==> config.mk <==
export PLATFORM = sky130hd
export DESIGN_NAME = imem_loader
export DESIGN_NICKNAME = d
export VERILOG_FILES = /design/src/rtl/riscv_pkg.sv /design/src/rtl/instr_encoder.sv /design/src/rtl/imem_loader.sv
export SDC_FILE = /design/constraint.sdc
export NUM_CORES = 1
export LEC_CHECK = 0
export CAP_MARGIN = 0
export CORE_AREA = 2 2 84 86
export DETAILED_ROUTE_END_ITERATION = 6
export DIE_AREA = 0 0 86 88
export PLACE_DENSITY = 0.9
export SYNTH_ARGS = -nofsm -noshare
export SYNTH_HDL_FRONTEND = slang
export SYNTH_HIERARCHICAL = 1
export SYNTH_SLANG_ARGS = --single-unit
==> constraint.sdc <==
create_clock -name clk -period 2.87 [get_ports clk]
set_input_delay 0.574 -clock clk [delete_from_list [all_inputs] [get_ports clk]]
set_output_delay 0.574 -clock clk [all_outputs]
set_load 0.02 [all_outputs]
==> src/rtl/riscv_pkg.sv <==
// Shared RV32 opcode constants, instruction-class encoding and loader state type.
// The control decoder imports the same opcodes, so encode and decode stay in step.
package riscv_pkg;

  localparam logic [6:0]  R_TYPE    = 7'b0110011;
  localparam logic [6:0]  I_TYPE    = 7'b0010011;
  localparam logic [6:0]  LW        = 7'b0000011;
  localparam logic [6:0]  SW        = 7'b0100011;
  localparam logic [6:0]  BR        = 7'b1100011;
  localparam logic [6:0]  HLT       = 7'b1111111;
  localparam logic [2:0]  F3_WORD   = 3'b010;
  localparam logic [31:0] HALT_WORD = {25'd0, HLT};

  typedef enum logic [2:0] {
    CLS_R    = 3'd0,
    CLS_I    = 3'd1,
    CLS_LW   = 3'd2,
    CLS_SW   = 3'd3,
    CLS_BR   = 3'd4,
    CLS_HALT = 3'd5,
    CLS_BAD6 = 3'd6,
    CLS_BAD7 = 3'd7
  } instr_class_t;

  typedef enum logic [1:0] {
    ST_IDLE = 2'd0,
    ST_LOAD = 2'd1,
    ST_DONE = 2'd2
  } ld_state_t;

endpackage

==> src/rtl/instr_encoder.sv <==
// Combinational packer: instruction class plus decoded fields to one RV32 word.
// Classes 6 and 7 produce a zero word with o_legal low.
module instr_encoder
  import riscv_pkg::*;
(
  input  logic [2:0]  i_class,
  input  logic [4:0]  i_rd,
  input  logic [4:0]  i_rs1,
  input  logic [4:0]  i_rs2,
  input  logic [2:0]  i_funct3,
  input  logic [6:0]  i_funct7,
  input  logic [12:0] i_imm,
  output logic [31:0] o_word,
  output logic        o_legal
);

  always_comb begin
    o_word  = 32'h0;
    o_legal = 1'b1;
    case (instr_class_t'(i_class))
      CLS_R:    o_word = {i_funct7, i_rs2, i_rs1, i_funct3, i_rd, R_TYPE};
      CLS_I:    o_word = {i_imm[11:0], i_rs1, i_funct3, i_rd, I_TYPE};
      CLS_LW:   o_word = {i_imm[11:0], i_rs1, F3_WORD, i_rd, LW};
      CLS_SW:   o_word = {i_imm[11:5], i_rs2, i_rs1, F3_WORD, i_imm[4:0], SW};
      // branch offsets are halfword-aligned, so imm[0] never reaches the word
      CLS_BR:   o_word = {i_imm[12], i_imm[10:5], i_rs2, i_rs1, i_funct3,
                          i_imm[4:1], i_imm[11], BR};
      CLS_HALT: o_word = HALT_WORD;
      default:  o_legal = 1'b0;
    endcase
  end

endmodule

==> src/rtl/imem_loader.sv <==
// Sequential program loader: packs field beats into RV32 words and writes them to
// consecutive instruction-memory addresses while holding the core in reset.
module imem_loader
  import riscv_pkg::*;
#(
  parameter int IMEM_DEPTH = 256,
  parameter int ADDR_W     = $clog2(IMEM_DEPTH)
) (
  input  logic              clk,
  input  logic              reset,
  input  logic              start,
  input  logic              in_valid,
  output logic              in_ready,
  input  logic [2:0]        in_class,
  input  logic [4:0]        in_rd,
  input  logic [4:0]        in_rs1,
  input  logic [4:0]        in_rs2,
  input  logic [2:0]        in_funct3,
  input  logic [6:0]        in_funct7,
  input  logic [12:0]       in_imm,
  output logic              imem_we,
  output logic [ADDR_W-1:0] imem_addr,
  output logic [31:0]       imem_wdata,
  output logic              busy,
  output logic              core_hold,
  output logic              done,
  output logic              overflow_err,
  output logic              illegal_err
);

  localparam logic [ADDR_W:0] CNT_FULL = (ADDR_W + 1)'(IMEM_DEPTH);
  localparam logic [ADDR_W:0] CNT_ONE  = (ADDR_W + 1)'(1);

  ld_state_t         r_state, w_next;
  logic [ADDR_W:0]   r_cnt;
  logic              r_we, r_ovf, r_ill;
  logic [ADDR_W-1:0] r_addr;
  logic [31:0]       r_wdata;
  logic [31:0]       w_word;
  logic              w_legal, w_full, w_accept, w_is_halt, w_load;

  instr_encoder u_enc (
    .i_class  (in_class),
    .i_rd     (in_rd),
    .i_rs1    (in_rs1),
    .i_rs2    (in_rs2),
    .i_funct3 (in_funct3),
    .i_funct7 (in_funct7),
    .i_imm    (in_imm),
    .o_word   (w_word),
    .o_legal  (w_legal)
  );

  assign w_load    = (r_state == ST_LOAD);
  assign w_full    = (r_cnt == CNT_FULL);
  assign w_accept  = in_valid && in_ready;
  assign w_is_halt = (instr_class_t'(in_class) == CLS_HALT);

  always_ff @(posedge clk or posedge reset) begin
    if (reset) r_state <= ST_IDLE;
    else       r_state <= w_next;
  end

  always_comb begin
    w_next = r_state;
    case (r_state)
      ST_IDLE: if (start) w_next = ST_LOAD;
      ST_LOAD: begin
        if (start)                       w_next = ST_LOAD;
        else if (w_full)                 w_next = ST_DONE;
        else if (w_accept && w_is_halt)  w_next = ST_DONE;
      end
      ST_DONE: if (start) w_next = ST_LOAD;
      default: w_next = ST_IDLE;
    endcase
  end

  // full counter blocks the beat so nothing is written past the last slot
  always_comb begin
    in_ready  = w_load && !start && !w_full;
    busy      = w_load;
    core_hold = w_load;
    done      = (r_state == ST_DONE);
  end

  always_ff @(posedge clk or posedge reset) begin
    if (reset) begin
      r_cnt   <= '0;
      r_we    <= 1'b0;
      r_addr  <= '0;
      r_wdata <= 32'h0;
      r_ovf   <= 1'b0;
      r_ill   <= 1'b0;
    end else begin
      r_we <= w_accept && w_legal;
      if (w_accept && w_legal) begin
        r_addr  <= r_cnt[ADDR_W-1:0];
        r_wdata <= w_word;
        r_cnt   <= r_cnt + CNT_ONE;
      end
      if (w_accept && !w_legal)          r_ill <= 1'b1;
      if (w_load && !start && w_full)    r_ovf <= 1'b1;
      // start from any state opens a fresh session
      if (start) begin
        r_cnt <= '0;
        r_ovf <= 1'b0;
        r_ill <= 1'b0;
      end
    end
  end

  assign imem_we      = r_we;
  assign imem_addr    = r_addr;
  assign imem_wdata   = r_wdata;
  assign overflow_err = r_ovf;
  assign illegal_err  = r_ill;

endmodule

## Word-level counts from Yosys, hierarchy flattened

Index checks and enable logic that the tools add are counted.

| storage, ports and cells | value |
|---|---|
| register bits | 54 |
| input port bits | 45 |
| output and inout port bits | 47 |

| cells by class | value |
|---|---|
| add/subtract/negate cells | 1 |
| eq/ne operators | 10 |
| mux-type cells | 13 |
| reduce and logical (&&, ||, !) cells | 18 |

Operator list:

| operator | number |
|---|---|
| $pmux W32 S6 | 1 |
| $mux W9 | 2 |
| $add A9 B1 Y9 const B | 1 |
| $eq A9 B9 Y1 const B | 1 |
| $mux W2 | 4 |
| $logic_and A1 B1 Y1 | 7 |
| $eq A3 B2 Y1 const B | 2 |
| $eq A3 B3 Y1 const B | 2 |
| $reduce_bool A2 Y1 | 3 |
| $reduce_or A6 Y1 | 1 |
| $mux W1 | 5 |
| $ne A4 B3 Y1 const B | 1 |
| $pmux W2 S2 | 1 |
| $eq A3 B1 Y1 const B | 1 |
| $logic_not A1 Y1 | 3 |
| $logic_not A3 Y1 | 1 |
| $eq A2 B1 Y1 const B | 1 |
| $eq A2 B2 Y1 const B | 1 |
| $logic_not A2 Y1 | 1 |
| $ne A2 B1 Y1 const B | 1 |
| $reduce_and A2 Y1 | 1 |
| $reduce_or A2 Y1 | 1 |

## Depth between registers and ports, before layout

| logic depth | value |
|---|---|
| word-level depth | 9 |
| gate-level depth with buffers | 10 |

## Cells and area by module

The synthesis kept the hierarchy.

By module, submodules not included:

| module | instances | cells each | area each (sq um) |
|---|---|---|---|
| imem_loader | 1 | 165 | 2260.9 |
| instr_encoder | 1 | 111 | 837.1 |

## Worst setup path after synthesis

No wires, ideal clock.

| timing | value |
|---|---|
| kind | input -> register |
| start point | input in_class[1] |
| end point | register r_cnt[6] |
| setup time | 0.078 ns |
| arrival | 2.013 ns |
| slack | 0.779 ns |
| cell stages on the path | 8 |
| buffers on the path | 3 |
| cells stage by stage | buf_4 -> buf_2 -> nand2_1 -> and2_1 -> o211ai_2 -> buf_4 -> or4_1 -> a21oi_1 |

| on the way | value |
|---|---|
| cells in the longest elaborated chain, start to end | 5 |

Ends and longest elaborated chain:

| what | line | source |
|---|---|---|
| start, declared | imem_loader.sv:14 | `input logic [2:0] in_class,` |
| $eq A3 B3 Y1, or another cell as far along | instr_encoder.sv:20 | `case (instr_class_t'(i_class))` |
| $reduce_or A6 Y1 (no line) (*) | - |  |
| $mux W1 (*) | instr_encoder.sv:20 |  |
| net w_legal | imem_loader.sv:40 | `logic w_legal, w_full, w_accept, w_is_halt, w_load;` |
| $logic_and A1 B1 Y1 (*) | imem_loader.sv:96 | `if (w_accept && w_legal) begin` |
| $reduce_bool A2 Y1 (no line) (*) | - |  |
| end signal, assigned | imem_loader.sv:99 | `r_cnt <= r_cnt + CNT_ONE;` |
| end, declared | imem_loader.sv:35 | `logic [ADDR_W:0] r_cnt;` |

Mark *: on every way through the listed nets, which the timed path passes. The rest lies on a longest branch.
A chain may end at the register's enable or synchronous reset.

## Worst setup path after layout

| timing | value |
|---|---|
| start point | input start |
| end point | output in_ready |

| on the way | value |
|---|---|
| cells in the longest elaborated chain, start to end | 3 |

Ends and longest elaborated chain:

| what | line | source |
|---|---|---|
| start, declared | imem_loader.sv:11 | `input logic start,` |
| $logic_not A1 Y1 | imem_loader.sv:80 | `in_ready = w_load && !start && !w_full;` |
| $logic_and A1 B1 Y1 (2 in a row) | imem_loader.sv:80 |  |
| end, declared | imem_loader.sv:13 | `output logic in_ready,` |

Every way passes these cells.

==> metrics.txt <==
status complete, no violations; CP endpoint kind output port; top cell type's share of synthesized area 0.436; Final Slew Violations 0; Seq/Total Area, Yosys 0.436; CTS tree done; Fmax 409 MHz; final WL roughly 7.1 mm; clock share of power 0.213; Worst-Skew Late Latency ~0.30 ns; full die area 0.00757 mm²; Post-synth ARST share 1.00; DP HPWL 5.08 mm; vias in the first global route 2517; Post-route DRC 0; postcts setup bufs 0; num rows 30; slew at the pin closest to its max-slew limit 0.573 ns; Die Wd 86 µm; Synth cell types 49; worst min-delay path category register to register; number of synthesized flops with an enable pin 0; H-tree levels 2; crit share post-route 0.852; GP Congestion 0.799; met1 GRT Util 0.241; Crit. Startpoint start; RSZ-0062 raised after global routing false; number of synthesized register bits 54; Setup violations, final 0; HP Start imem_addr[1]; Synth area leaders dfrtp_1, mux2_2, mux2_4; WL/cell ~16 µm; busiest grt layer met2; ys flop type dfrtp_1; clock skew approximately 0.0055 ns; IO buf count 91; final setup TNS 0 ns; P_leak 0.00181 µW; post-route ant nets 0; initial antenna violation count 0; Synth warnings 6; largest net degree at the start of global routing 49; internal power approximately 1800 µW; largest fanout on the critical path 2; overall power 2550 µW; post-synth top area cell dfrtp_1; Core Box Area 0.00664 mm²; critical path class input port to output port; Root Driver clkbuf_8; Switching Share 0.312; dpl ws ~0.03 ns; initial core utilization 0.466; share of cells above drive strength 1 0.189; first-pass GRT wire length around 12 mm; Via density 5.63; post-route insts no fill 440; sequential cell fraction of total power 0.400; Reg2Reg Launch Point r_cnt[0]; Slew HR 0.614; clk sinks 54; pwr dens 609 mW/mm²; GRT overflow 0; Worst setup SP type input port; met3 GRT Util 0.0368; hold_buf cts 0; Diodes inserted 0; Max clock buf depth 2; M2 GR Usage 0.336; Avg Cell Area, Syn 11.2 µm²; Final WS setup 0.424 ns; Mapped Cells between 200 and 300; Total GRT Usage 0.192; fillcell total 550; CTS Buf Count 5; TritonRoute pass-1 iters 4; IO Pins 92; Worst EP required roughly 2.3 ns; max_cap viols 0; most common cell in the synthesized netlist dfrtp_1; Hold Violations, Final 0; Max VDD drop 0.301 mV; Post-synth top cells dfrtp_1, mux2_2, nand2_1, nor3b_1, buf_2; flop2flop setup slack 0.68 ns; Via Count between 2000 and 2500; chip height 88 µm; Syn Nets between 300 and 400; CTS clk-pin slew, worst paths 0.10 ns; switching power 795 µW; dpl cells 432; synthesis-to-layout area growth 35.0%; mapped cell area 0.00310 mm²; First DRT Iteration DRCs 84; Combinational Power Share 0.388; Nets 406; minimum clock period 2.45 ns; Arrival @ worst endpoint 1.87 ns
-- per-layer routing --
layer / routed length (µm) / up-vias
li1: - / 1183
met1: 3100 / 1220
met2: 3560 / 72
met3: 359 / 4
met4: 53 / 0
met5: 0 / -
-- sequential cells by signal, summed over array words and instances, names as in the netlist --
name / cells
overflow_err: 1
imem_we: 1
r_state: 2
illegal_err: 1
r_cnt: 9
imem_wdata: 32
imem_addr: 8
-- stage by stage --
step                       util  hold WS, ns  instance area (µm²)
after floorplan               -        0.549                 3100
after global placement    0.611        0.472                 4060
after detailed placement  0.611        0.476                 4060
after CTS                 0.629        0.499                 4180
after global routing      0.629        0.533                 4180
final                     0.629        0.493                 4180
-- layout make-up --
| type | count | area (µm²) | area share |
|---|---|---|---|
| clock buffers | 6 | 82.6 | 0.0197 |
| well taps | 80 | 100 | 0.0239 |
| flip-flops and latches | 54 | 1350 | 0.323 |
| repair buffers | 102 | 1020 | 0.244 |
| clock inverters | 2 | 38.8 | 0.00928 |
| multi-input cells | 187 | 1550 | 0.372 |
| inverters | 9 | 33.8 | 0.00808 |
-- final timing paths --
path | endpoint | cells after the start
setup / recovery | in_ready | 4
hold / removal | imem_addr[1] | 2
setup reg to reg | imem_wdata[12] | 7
hold reg to reg | imem_addr[1] | 2
max in group asynchronous | imem_wdata[30] | 3
min in group asynchronous | imem_wdata[16] | 2
-- kinds of logic after synthesis --
| kind of cell | count (synthesis) | synth area share |
|---|---|---|
| AND/OR/NAND/NOR | 101 | 0.237 |
| flip-flops | 54 | 0.436 |
| adder cells (fa/ha/maj) | 2 | 0.00808 |
| XOR/XNOR | 2 | 0.00566 |
| AO/OA/AOI/OAI | 38 | 0.0860 |
| buffers and inverters | 35 | 0.0622 |
| multiplexers | 44 | 0.165 |
-- layout by cell type, fill, tap and decap left out, drive strengths merged, types with 3 or more instances in the layout --
cell | synthesis | routed
nor4bb | 8 | 8
mux2i | 6 | 6
nor3b | 11 | 11
nor4b | 7 | 7
a21oi | 9 | 9
buf | 22 | 11
clkbuf | 4 | 6
or3b | 6 | 6
o21ai | 7 | 7
or3 | 3 | 3
or4 | 8 | 8
dfrtp | 54 | 54
and4bb | 5 | 5
mux2 | 38 | 38
and4b | 5 | 5
clkdlybuf4s50 | 0 | 90
and2 | 9 | 9
nor2b | 9 | 9
nor2 | 5 | 5
nand2 | 12 | 12
o221ai | 5 | 5
inv | 9 | 10
a211o | 6 | 6
-- power by group through the flow --
stage / registers (µW) / logic (µW) / clock network [µW]
floorplan: 1230 / 316 / 0
global placement: 1030 / 974 / 0
detailed placement: 1040 / 994 / 0
CTS: 1020 / 998 / 549
global route: 1050 / 1050 / 587
finish: 1020 / 988 / 542
-- timing repair --
item,in CTS,in global routing
endpoints found under the setup margin,0,1
resized for setup,0,1
hold endpoints to repair,0,0
-- worst max-delay path, cell delays in order --
cell and delay, ns:
clkdlybuf4s50_1 0.41, or3b_2 0.46, a21oi_1 0.18, dlymetal6s2s_1 0.25
Power figures use the tool's default switching activity.
